**src/rtl/divisor_secuencial.sv**
```systemverilog
// Multicycle unsigned restoring divider: one trial subtraction per cycle through
// a resta instance, quotient bit taken from its N (borrow) flag.

module resta #(
    parameter int w = 9
) (
    input  logic [w-1:0] a,
    input  logic [w-1:0] b,
    output logic [w-1:0] diferencia,
    output logic         neg
);
    assign {neg, diferencia} = {1'b0, a} - {1'b0, b};
endmodule

module divisor_secuencial #(
    parameter int n = 8
) (
    input  logic         clk,
    input  logic         rst,
    input  logic         inicio,
    input  logic [n-1:0] a,
    input  logic [n-1:0] b,
    output logic [n-1:0] cociente,
    output logic [n-1:0] residuo,
    output logic         ocupado,
    output logic         listo,
    output logic         div_cero
);
    localparam int cw = $clog2(n + 1);

    typedef enum logic [1:0] {IDLE, CALC, FIN} state_t;

    state_t          state, state_next;
    logic [n:0]      r, d, s, dif, r_next;
    logic [n-1:0]    q, q_next;
    logic [cw-1:0]   cnt;
    logic            neg;
    logic            ultimo;
    logic            unused_msb;

    // The restored remainder is always below the divisor, so R[n] never
    // reaches the next trial value; it is kept only for the n+1-bit datapath.
    assign unused_msb = r[n];

    assign s      = {r[n-1:0], q[n-1]};
    assign r_next = neg ? s : dif;
    assign q_next = {q[n-2:0], ~neg};
    assign ultimo = (cnt == cw'(1));

    resta #(.w(n + 1)) u_resta (
        .a          (s),
        .b          (d),
        .diferencia (dif),
        .neg        (neg)
    );

    // NOTE: state registers use non-blocking assignments so every flop
    // samples pre-edge values regardless of statement order.
    always_ff @(posedge clk or posedge rst) begin
        if (rst) state <= IDLE;
        else     state <= state_next;
    end

    // NOTE: state_next gets its default before the case so no path leaves it
    // unassigned, which would otherwise infer a latch.
    always_comb begin
        state_next = state;
        case (state)
            IDLE:    if (inicio) state_next = (b == '0) ? FIN : CALC;
            CALC:    if (ultimo) state_next = FIN;
            FIN:     state_next = IDLE;
            default: state_next = IDLE;
        endcase
    end

    always_ff @(posedge clk or posedge rst) begin
        if (rst) begin
            r        <= '0;
            d        <= '0;
            q        <= '0;
            cnt      <= '0;
            cociente <= '0;
            residuo  <= '0;
            div_cero <= 1'b0;
        end else begin
            case (state)
                IDLE: if (inicio) begin
                    if (b == '0) begin
                        cociente <= '1;
                        residuo  <= a;
                        div_cero <= 1'b1;
                    end else begin
                        r        <= '0;
                        q        <= a;
                        d        <= {1'b0, b};
                        cnt      <= cw'(n);
                        div_cero <= 1'b0;
                    end
                end
                CALC: begin
                    r   <= r_next;
                    q   <= q_next;
                    cnt <= cnt - cw'(1);
                    if (ultimo) begin
                        cociente <= q_next;
                        residuo  <= r_next[n-1:0];
                    end
                end
                default: ;
            endcase
        end
    end

    assign ocupado = (state == CALC);
    assign listo   = (state == FIN);
endmodule

```
**config.mk**
```make
export PLATFORM = sky130hd
export DESIGN_NAME = divisor_secuencial
export DESIGN_NICKNAME = d
export VERILOG_FILES = /design/src/rtl/divisor_secuencial.sv
export SDC_FILE = /design/constraint.sdc
export NUM_CORES = 1
export LEC_CHECK = 0
export ABC_AREA = 0
export CAP_MARGIN = 15
export CORE_MARGIN = 3
export CORE_UTILIZATION = 50
export CTS_BUF_LIST = sky130_fd_sc_hd__clkbuf_8
export DETAILED_ROUTE_END_ITERATION = 7
export MAX_ROUTING_LAYER = met4
export PLACE_DENSITY = 0.77
export SLEW_MARGIN = 0
export SYNTH_ARGS = -nofsm -noshare
export SYNTH_HDL_FRONTEND = slang
export SYNTH_SLANG_ARGS = --single-unit
```
**constraint.sdc**
```tcl
create_clock -name clk -period 2.2 [get_ports clk]
set_input_delay 0.44 -clock clk [delete_from_list [all_inputs] [get_ports clk]]
set_output_delay 0.44 -clock clk [all_outputs]
set_load 0.01 [all_outputs]
```
==> out/results.txt, run 1 <==
Period minus WS final -> 2150 ps
Share of power burned in combinational logic -> 60.2%
Largest net degree at the start of global routing -> 29
GRT Residual Overflow -> 0
Largest family of logic cells by synthesized area -> compound AO/OA/AOI/OAI gates
WL final -> 6160 um
Net Sw Frac -> 43.4%
Row count -> 25
I/O pin count -> 38
Final nets -> 358
Placed Area -> 3170 sq um
Die Span Y -> 78.8 um
Sw power -> 0.00244 W
Syn Nets -> 307
Synth Area in Adders -> 5.47%
Clk buf depth -> 2
Post-synth top cells -> dfrtp_1, nand2_1, nor2_1
Post-route ant nets -> 0
Tightest Pin Transition -> 437 ps
DR DRC count -> 0
Largest stage delay on the critical path -> 390 ps
Largest delay share family, worst path -> compound AO/OA/AOI/OAI gates
Fraction of synthesized area in multiplexers -> 3.30%
CP endpoint kind -> flop
Yosys warns -> 0
Worst Path Arrival -> 2320 ps
Routability Congestion -> 0.876
Ant. Diodes -> 0
Vias post-DR -> 2236
Final hold vios -> 0
Internal -> 0.00318 W
Die width -> 78.8 um
Vias per cell -> 5.65
PD cells -> 1700 nW/um^2
Post-synth EDFFs -> 0
Clock network power share -> 11.9%
Peak supply drop -> 0.924 mV
CP Launch Type -> flop
Critical path peak fanout -> 2
Sequential cell area fraction in the yosys report -> 44.3%
Initial antenna violation count -> 0
Unrepaired setup endpoints after global routing -> yes
Setup violators final -> 0
Clk_skew -> 6.45 ps
Register share of total power -> 27.9%
Pins Over Slew Limit -> 0
XOR/XNOR share of the synthesized area -> 0.660%
Mapped Avg Cell Area -> 9.58 sq um
DRT iter0 DRCs -> 146
Ys async rst share -> 100%
Layout cells sized above 1 -> 14.6%
Starting Density -> 54.0%
Mapped cell area -> 2650 sq um
TritonCTS buffer count -> 5
Number of global-route vias before repair -> 2205
CTS tree -> done
Worst-path cell chain -> inv_1 > ha_1 > inv_1 > fa_2 > a211o_1 > o211ai_1 > mux2_4 > o22ai_2 > o211ai_1
Max_slew headroom -> 70.8%
Post-synth cell types -> 63
Share of the synthesized area in the top cell type -> 44.3%
Most used DFF post-synth -> dfrtp_1
Synth top area cells -> dfrtp_1, ha_1, nand2_1
Worst min path class -> primary input to asynchronous set/reset pin
HPWL after detailed placement -> 4650 um
DR WL/cell -> 15.5 um
CP Data Required Time -> 2370 ps
Core Box Area -> 4910 sq um
Most common cell in the netlist -> dfrtp_1
Synth Register Bits -> 47
Die area -> 6210 sq um
IO Port Bufs -> 37
TritonCTS sink count -> 47
P_leak -> 1.46 nW
Worst Path Buf+Inv -> 2
Outcome -> complete, no violations
# Max-Cap Violations -> 0
Synth area leader -> dfrtp_1
Max stage delay cell, worst path -> dfrtp_1
Clock transition at path regs -> 90 ps
Detailed-router iteration count before antenna repair -> 4
Compound-gate portion of the synthesized area -> 22.2%
Final Instance Area -> 3300 sq um
Post-Syn Instances -> 277
H-tree depth -> 2
Reg-to-reg slack, setup -> 50 ps
Critical path class -> flop to flop
First-pass GRT wire length -> 10600 um
Root Driver -> clkbuf_8
Syn-to-layout area delta -> 24.4%
Final core occ -> 67.2%
Achievable Freq -> 465 MHz
Worst skew pair latency -> 300 ps
Overall fraction of global-route tracks in use -> 22.1%
Overall Power -> 0.00562 W
Fin crit share -> 97.7%
Fraction of the mapped netlist area in simple logic gates -> 17.4%
final cells by class:
type / instances / area, sq um
inverters: 19 / 71.3
repair buffers: 55 / 531
flip-flops and latches: 47 / 1180
multi-input cells: 200 / 1320
clock inverters: 2 / 38.8
well taps: 67 / 83.8
fillers: 410 / 1610
clock buffers: 6 / 82.6
state kept, by name, indices dropped and copies added, names as in the netlist:
register	flops
q	8
r	8
d	8
div_cero	1
cociente	8
state	2
residuo	8
cnt	4
power groups by stage:
| stage | Clock [W] | Sequential [W] | Combinational [W] |
|---|---|---|---|
| finish | 0.000668 | 0.00157 | 0.00339 |
| global route | 0.000724 | 0.00161 | 0.00376 |
| CTS | 0.000679 | 0.00156 | 0.00336 |
| detailed placement | 0 | 0.00158 | 0.00330 |
| global placement | 0 | 0.00156 | 0.00322 |
| floorplan | 0 | 0.00157 | 0.00230 |
placed cells by master, fill, tap and decap left out, types with 6 or more instances in the layout:
master	instances
a21oi_1	19
buf_4	16
clkbuf_8	6
clkdlybuf4s50_1	37
dfrtp_1	47
ha_1	10
inv_1	17
nand2_1	31
nor2_1	26
o21ai_0	16
per-stage QoR:
stage / instances / TNS, ps / setup slack [ps] / hold WS [ps]
after floorplan: 277 / 0 / 110 / 448
after CTS: 396 / 0 / 39.0 / 467
final: 396 / 0 / 50.8 / 451
after global routing: 396 / -15.1 / -15.1 / 491
after detailed placement: 388 / -64.4 / -48.2 / 465
after global placement: 388 / 0 / 55.7 / 463
path summary, 6_finish.rpt:
path,startpoint,end,depth (start not counted)
min,rst,cnt[2]$_DFFE_PP0P_,2
max,q[7]$_DFFE_PP0P_,r[6]$_DFFE_PP0P_,9
min in group clk,div_cero$_DFFE_PP0P_,div_cero$_DFFE_PP0P_,2
min reg2reg,div_cero$_DFFE_PP0P_,div_cero$_DFFE_PP0P_,2
max in group asynchronous,rst,r[6]$_DFFE_PP0P_,3
max reg2reg,q[7]$_DFFE_PP0P_,r[6]$_DFFE_PP0P_,9
kinds of logic (layout without fill, tap and decap cells):
family / count (synthesis) / count (layout)
buffers and inverters: 30 / 82
adder cells (fa/ha/maj): 11 / 11
AO/OA/AOI/OAI: 85 / 85
AND/OR/NAND/NOR: 94 / 94
XOR/XNOR: 2 / 2
multiplexers: 8 / 8
flip-flops: 47 / 47
routing by layer:
metal | vias up | global-route usage [%] | wire (um)
li1 | 1090 | - | -
met1 | 1073 | 31.2 | 2960
met2 | 59 | 32.2 | 2750
met3 | 14 | 4.99 | 323
met4 | 0 | 6.19 | 120
met5 | - | - | 0
what timing repair did:
action,4_1_cts,5_1_grt
hold buffers,0,0
setup buffers,0,0
gates cloned,0,0
gates resized for setup,2,2
pin swaps,0,0
endpoints found under the setup margin,2,3
Power figures use the tool's default switching activity.
==> inputs of run 2 (changes only) <==
--- a/config.mk
+++ b/config.mk
@@ -12,8 +12,8 @@
 export CTS_BUF_LIST = sky130_fd_sc_hd__clkbuf_8
 export DETAILED_ROUTE_END_ITERATION = 7
 export MAX_ROUTING_LAYER = met4
-export PLACE_DENSITY = 0.77
-export SLEW_MARGIN = 0
+export PLACE_DENSITY = 0.74
+export SLEW_MARGIN = 20
 export SYNTH_ARGS = -nofsm -noshare
 export SYNTH_HDL_FRONTEND = slang
 export SYNTH_SLANG_ARGS = --single-unit
==> constraint.sdc (replaced) <==
create_clock -name clk -period 2.1 [get_ports clk]
set_input_delay 0.42 -clock clk [delete_from_list [all_inputs] [get_ports clk]]
set_output_delay 0.42 -clock clk [all_outputs]
set_load 0.01 [all_outputs]
==> out/results.txt, run 2 (synthesis gave the netlist of run 1 again) <==
Share of power burned in combinational logic -> 63.4%
Reg-to-reg slack, setup -> -5 ps
Max stage delay cell, worst path -> dfrtp_1
Final hold vios -> 0
Unrepaired setup endpoints after global routing -> yes
Largest net degree at the start of global routing -> 48
CP endpoint kind -> flop
I/O pin count -> 38
Number of global-route vias before repair -> 2332
WL final -> 6860 um
DR WL/cell -> 16.8 um
Peak supply drop -> 0.779 mV
Start point of the critical path -> q[7]$_DFFE_PP0P_
Worst slack, placed -> -107 ps
PD cells -> 1860 nW/um^2
Core Box Area -> 4910 sq um
Placed Area -> 3250 sq um
R2r startpoint -> q[7]$_DFFE_PP0P_
Ant. Diodes -> 0
Largest delay share family, worst path -> compound AO/OA/AOI/OAI gates
Fin crit share -> 100%
Vias post-DR -> 2335
Most common cell after layout, fill and taps aside -> dfrtp_1
Post-route ant nets -> 0
Final Instance Area -> 3430 sq um
H-tree depth -> 2
Vias per cell -> 5.72
Die area -> 6210 sq um
Syn-to-layout area delta -> 29.2%
CP Data Required Time -> 2290 ps
Critical path peak fanout -> 2
Crit Reg-Reg Endpoint -> r[6]$_DFFE_PP0P_
TritonCTS sink count -> 47
Setup violators final -> 1
Layout cells sized above 1 -> 19.4%
Failing checks -> setup timing
First-pass GRT wire length -> 11200 um
Most frequent cells in the layout -> dfrtp_1, clkdlybuf4s50_1, nand2_1
DR DRC count -> 0
CP Launch Type -> flop
Clock transition at path regs -> 90 ps
CTS tree -> done
Routability Congestion -> 0.916
Reg2reg path depth -> 9
Internal -> 0.00357 W
Register share of total power -> 25.9%
Min Hold Slack -> 460 ps
HPWL after detailed placement -> 4800 um
Sw power -> 0.00280 W
Overall fraction of global-route tracks in use -> 23.7%
Detailed-router iteration count before antenna repair -> 5
Worst-path cell chain -> inv_2 > ha_4 > inv_2 > fa_2 > a211o_1 > o211ai_1 > mux2_4 > o22ai_4 > o211ai_1
Outcome -> complete, but fails checks
Largest stage delay on the critical path -> 400 ps
P_leak -> 1.51 nW
Root Driver -> clkbuf_8
Worst min path class -> primary input to asynchronous set/reset pin
Worst Path Arrival -> 2300 ps
TritonCTS buffer count -> 5
Worst Path Buf+Inv -> 2
Max_slew headroom -> 65.7%
Critical path class -> flop to flop
GRT Residual Overflow -> 0
IO Port Bufs -> 37
Period minus WS final -> 2110 ps
Worst skew pair latency -> 310 ps
Die width -> 78.8 um
Fin Setup TNS -> -5.30 ps
Tightest Pin Transition -> 509 ps
Achievable Freq -> 475 MHz
DRT iter0 DRCs -> 128
Net Sw Frac -> 43.9%
Final nets -> 370
Final core occ -> 69.8%
Clk buf depth -> 2
# Max-Cap Violations -> 0
Worst Setup Slack, final -> -5.30 ps
Row count -> 25
Clock network power share -> 10.7%
Die Span Y -> 78.8 um
Starting Density -> 54.0%
Clk_skew -> 9.69 ps
Pins Over Slew Limit -> 0
Initial antenna violation count -> 0
[run 2: area by class of cell]
| cell class | count | area [sq um] |
|---|---|---|
| repair buffers | 67 | 633 |
| clock inverters | 3 | 43.8 |
| clock buffers | 5 | 68.8 |
| well taps | 67 | 83.8 |
| flip-flops and latches | 47 | 1180 |
| inverters | 19 | 71.3 |
| fillers | 419 | 1480 |
| multi-input cells | 200 | 1350 |
[run 2: how the worst max path moves through the flow]
| stage | endpoint | depth (start not counted) | slack (ps) |
|---|---|---|---|
| finish | r[6]$_DFFE_PP0P_ | 9 | -5 |
| global route | r[6]$_DFFE_PP0P_ | 9 | -130 |
| CTS | r[7]$_DFFE_PP0P_ | 6 | 6 |
| detailed placement | q[7]$_DFFE_PP0P_ | 8 | -110 |
| global placement | r[6]$_DFFE_PP0P_ | 9 | -20 |
| floorplan | r[6]$_DFFE_PP0P_ | 9 | 10 |
[run 2: layer usage]
layer  global-route usage, %  routed length [um]  part of all wire [%]
met1                    31.2                3070                    45
met4                    8.42                 194                   2.8
met5                       -                   0                     0
met3                    3.97                 417                   6.1
met2                    37.2                3170                    46
[run 2: repair_timing]
item,in CTS,in global routing
endpoints found under the setup margin,2,9
gates resized for setup,2,11
hold buffers,0,0
setup buffers,1,1
pin swaps,1,2
[run 2: stage by stage]
| stage | instances | total power, W |
|---|---|---|
| after floorplan | 277 | 0.00405 |
| after global placement | 398 | 0.00525 |
| after detailed placement | 398 | 0.00535 |
| after CTS | 407 | 0.00613 |
| after global routing | 408 | 0.00687 |
| final | 408 | 0.00637 |
[run 2: power by group through the flow]
| stage | Sequential [W] | Clock (W) | Combinational, W |
|---|---|---|---|
| final | 0.00165 | 0.000683 | 0.00404 |
| after floorplan | 0.00164 | 0 | 0.00241 |
| after global placement | 0.00164 | 0 | 0.00361 |
| after CTS | 0.00164 | 0.000696 | 0.00379 |
| after global routing | 0.00170 | 0.000729 | 0.00444 |
| after detailed placement | 0.00165 | 0 | 0.00370 |
[run 2: worst register-to-register path: stages (launching register included)]
cell      delay, ps
dfrtp_1         400
inv_2            90
ha_4            130
inv_2            30
fa_2            330
a211o_1         270
o211ai_1        140
mux2_4          350
o22ai_4         140
o211ai_1        100
==> inputs of run 3 (changes only) <==
--- a/config.mk
+++ b/config.mk
@@ -6,7 +6,6 @@
 export NUM_CORES = 1
 export LEC_CHECK = 0
 export ABC_AREA = 0
-export CAP_MARGIN = 15
 export CORE_MARGIN = 3
 export CORE_UTILIZATION = 50
 export CTS_BUF_LIST = sky130_fd_sc_hd__clkbuf_8
==> results of run 3 <==
Final layout, timing and power as in run 2 (identical DEF).
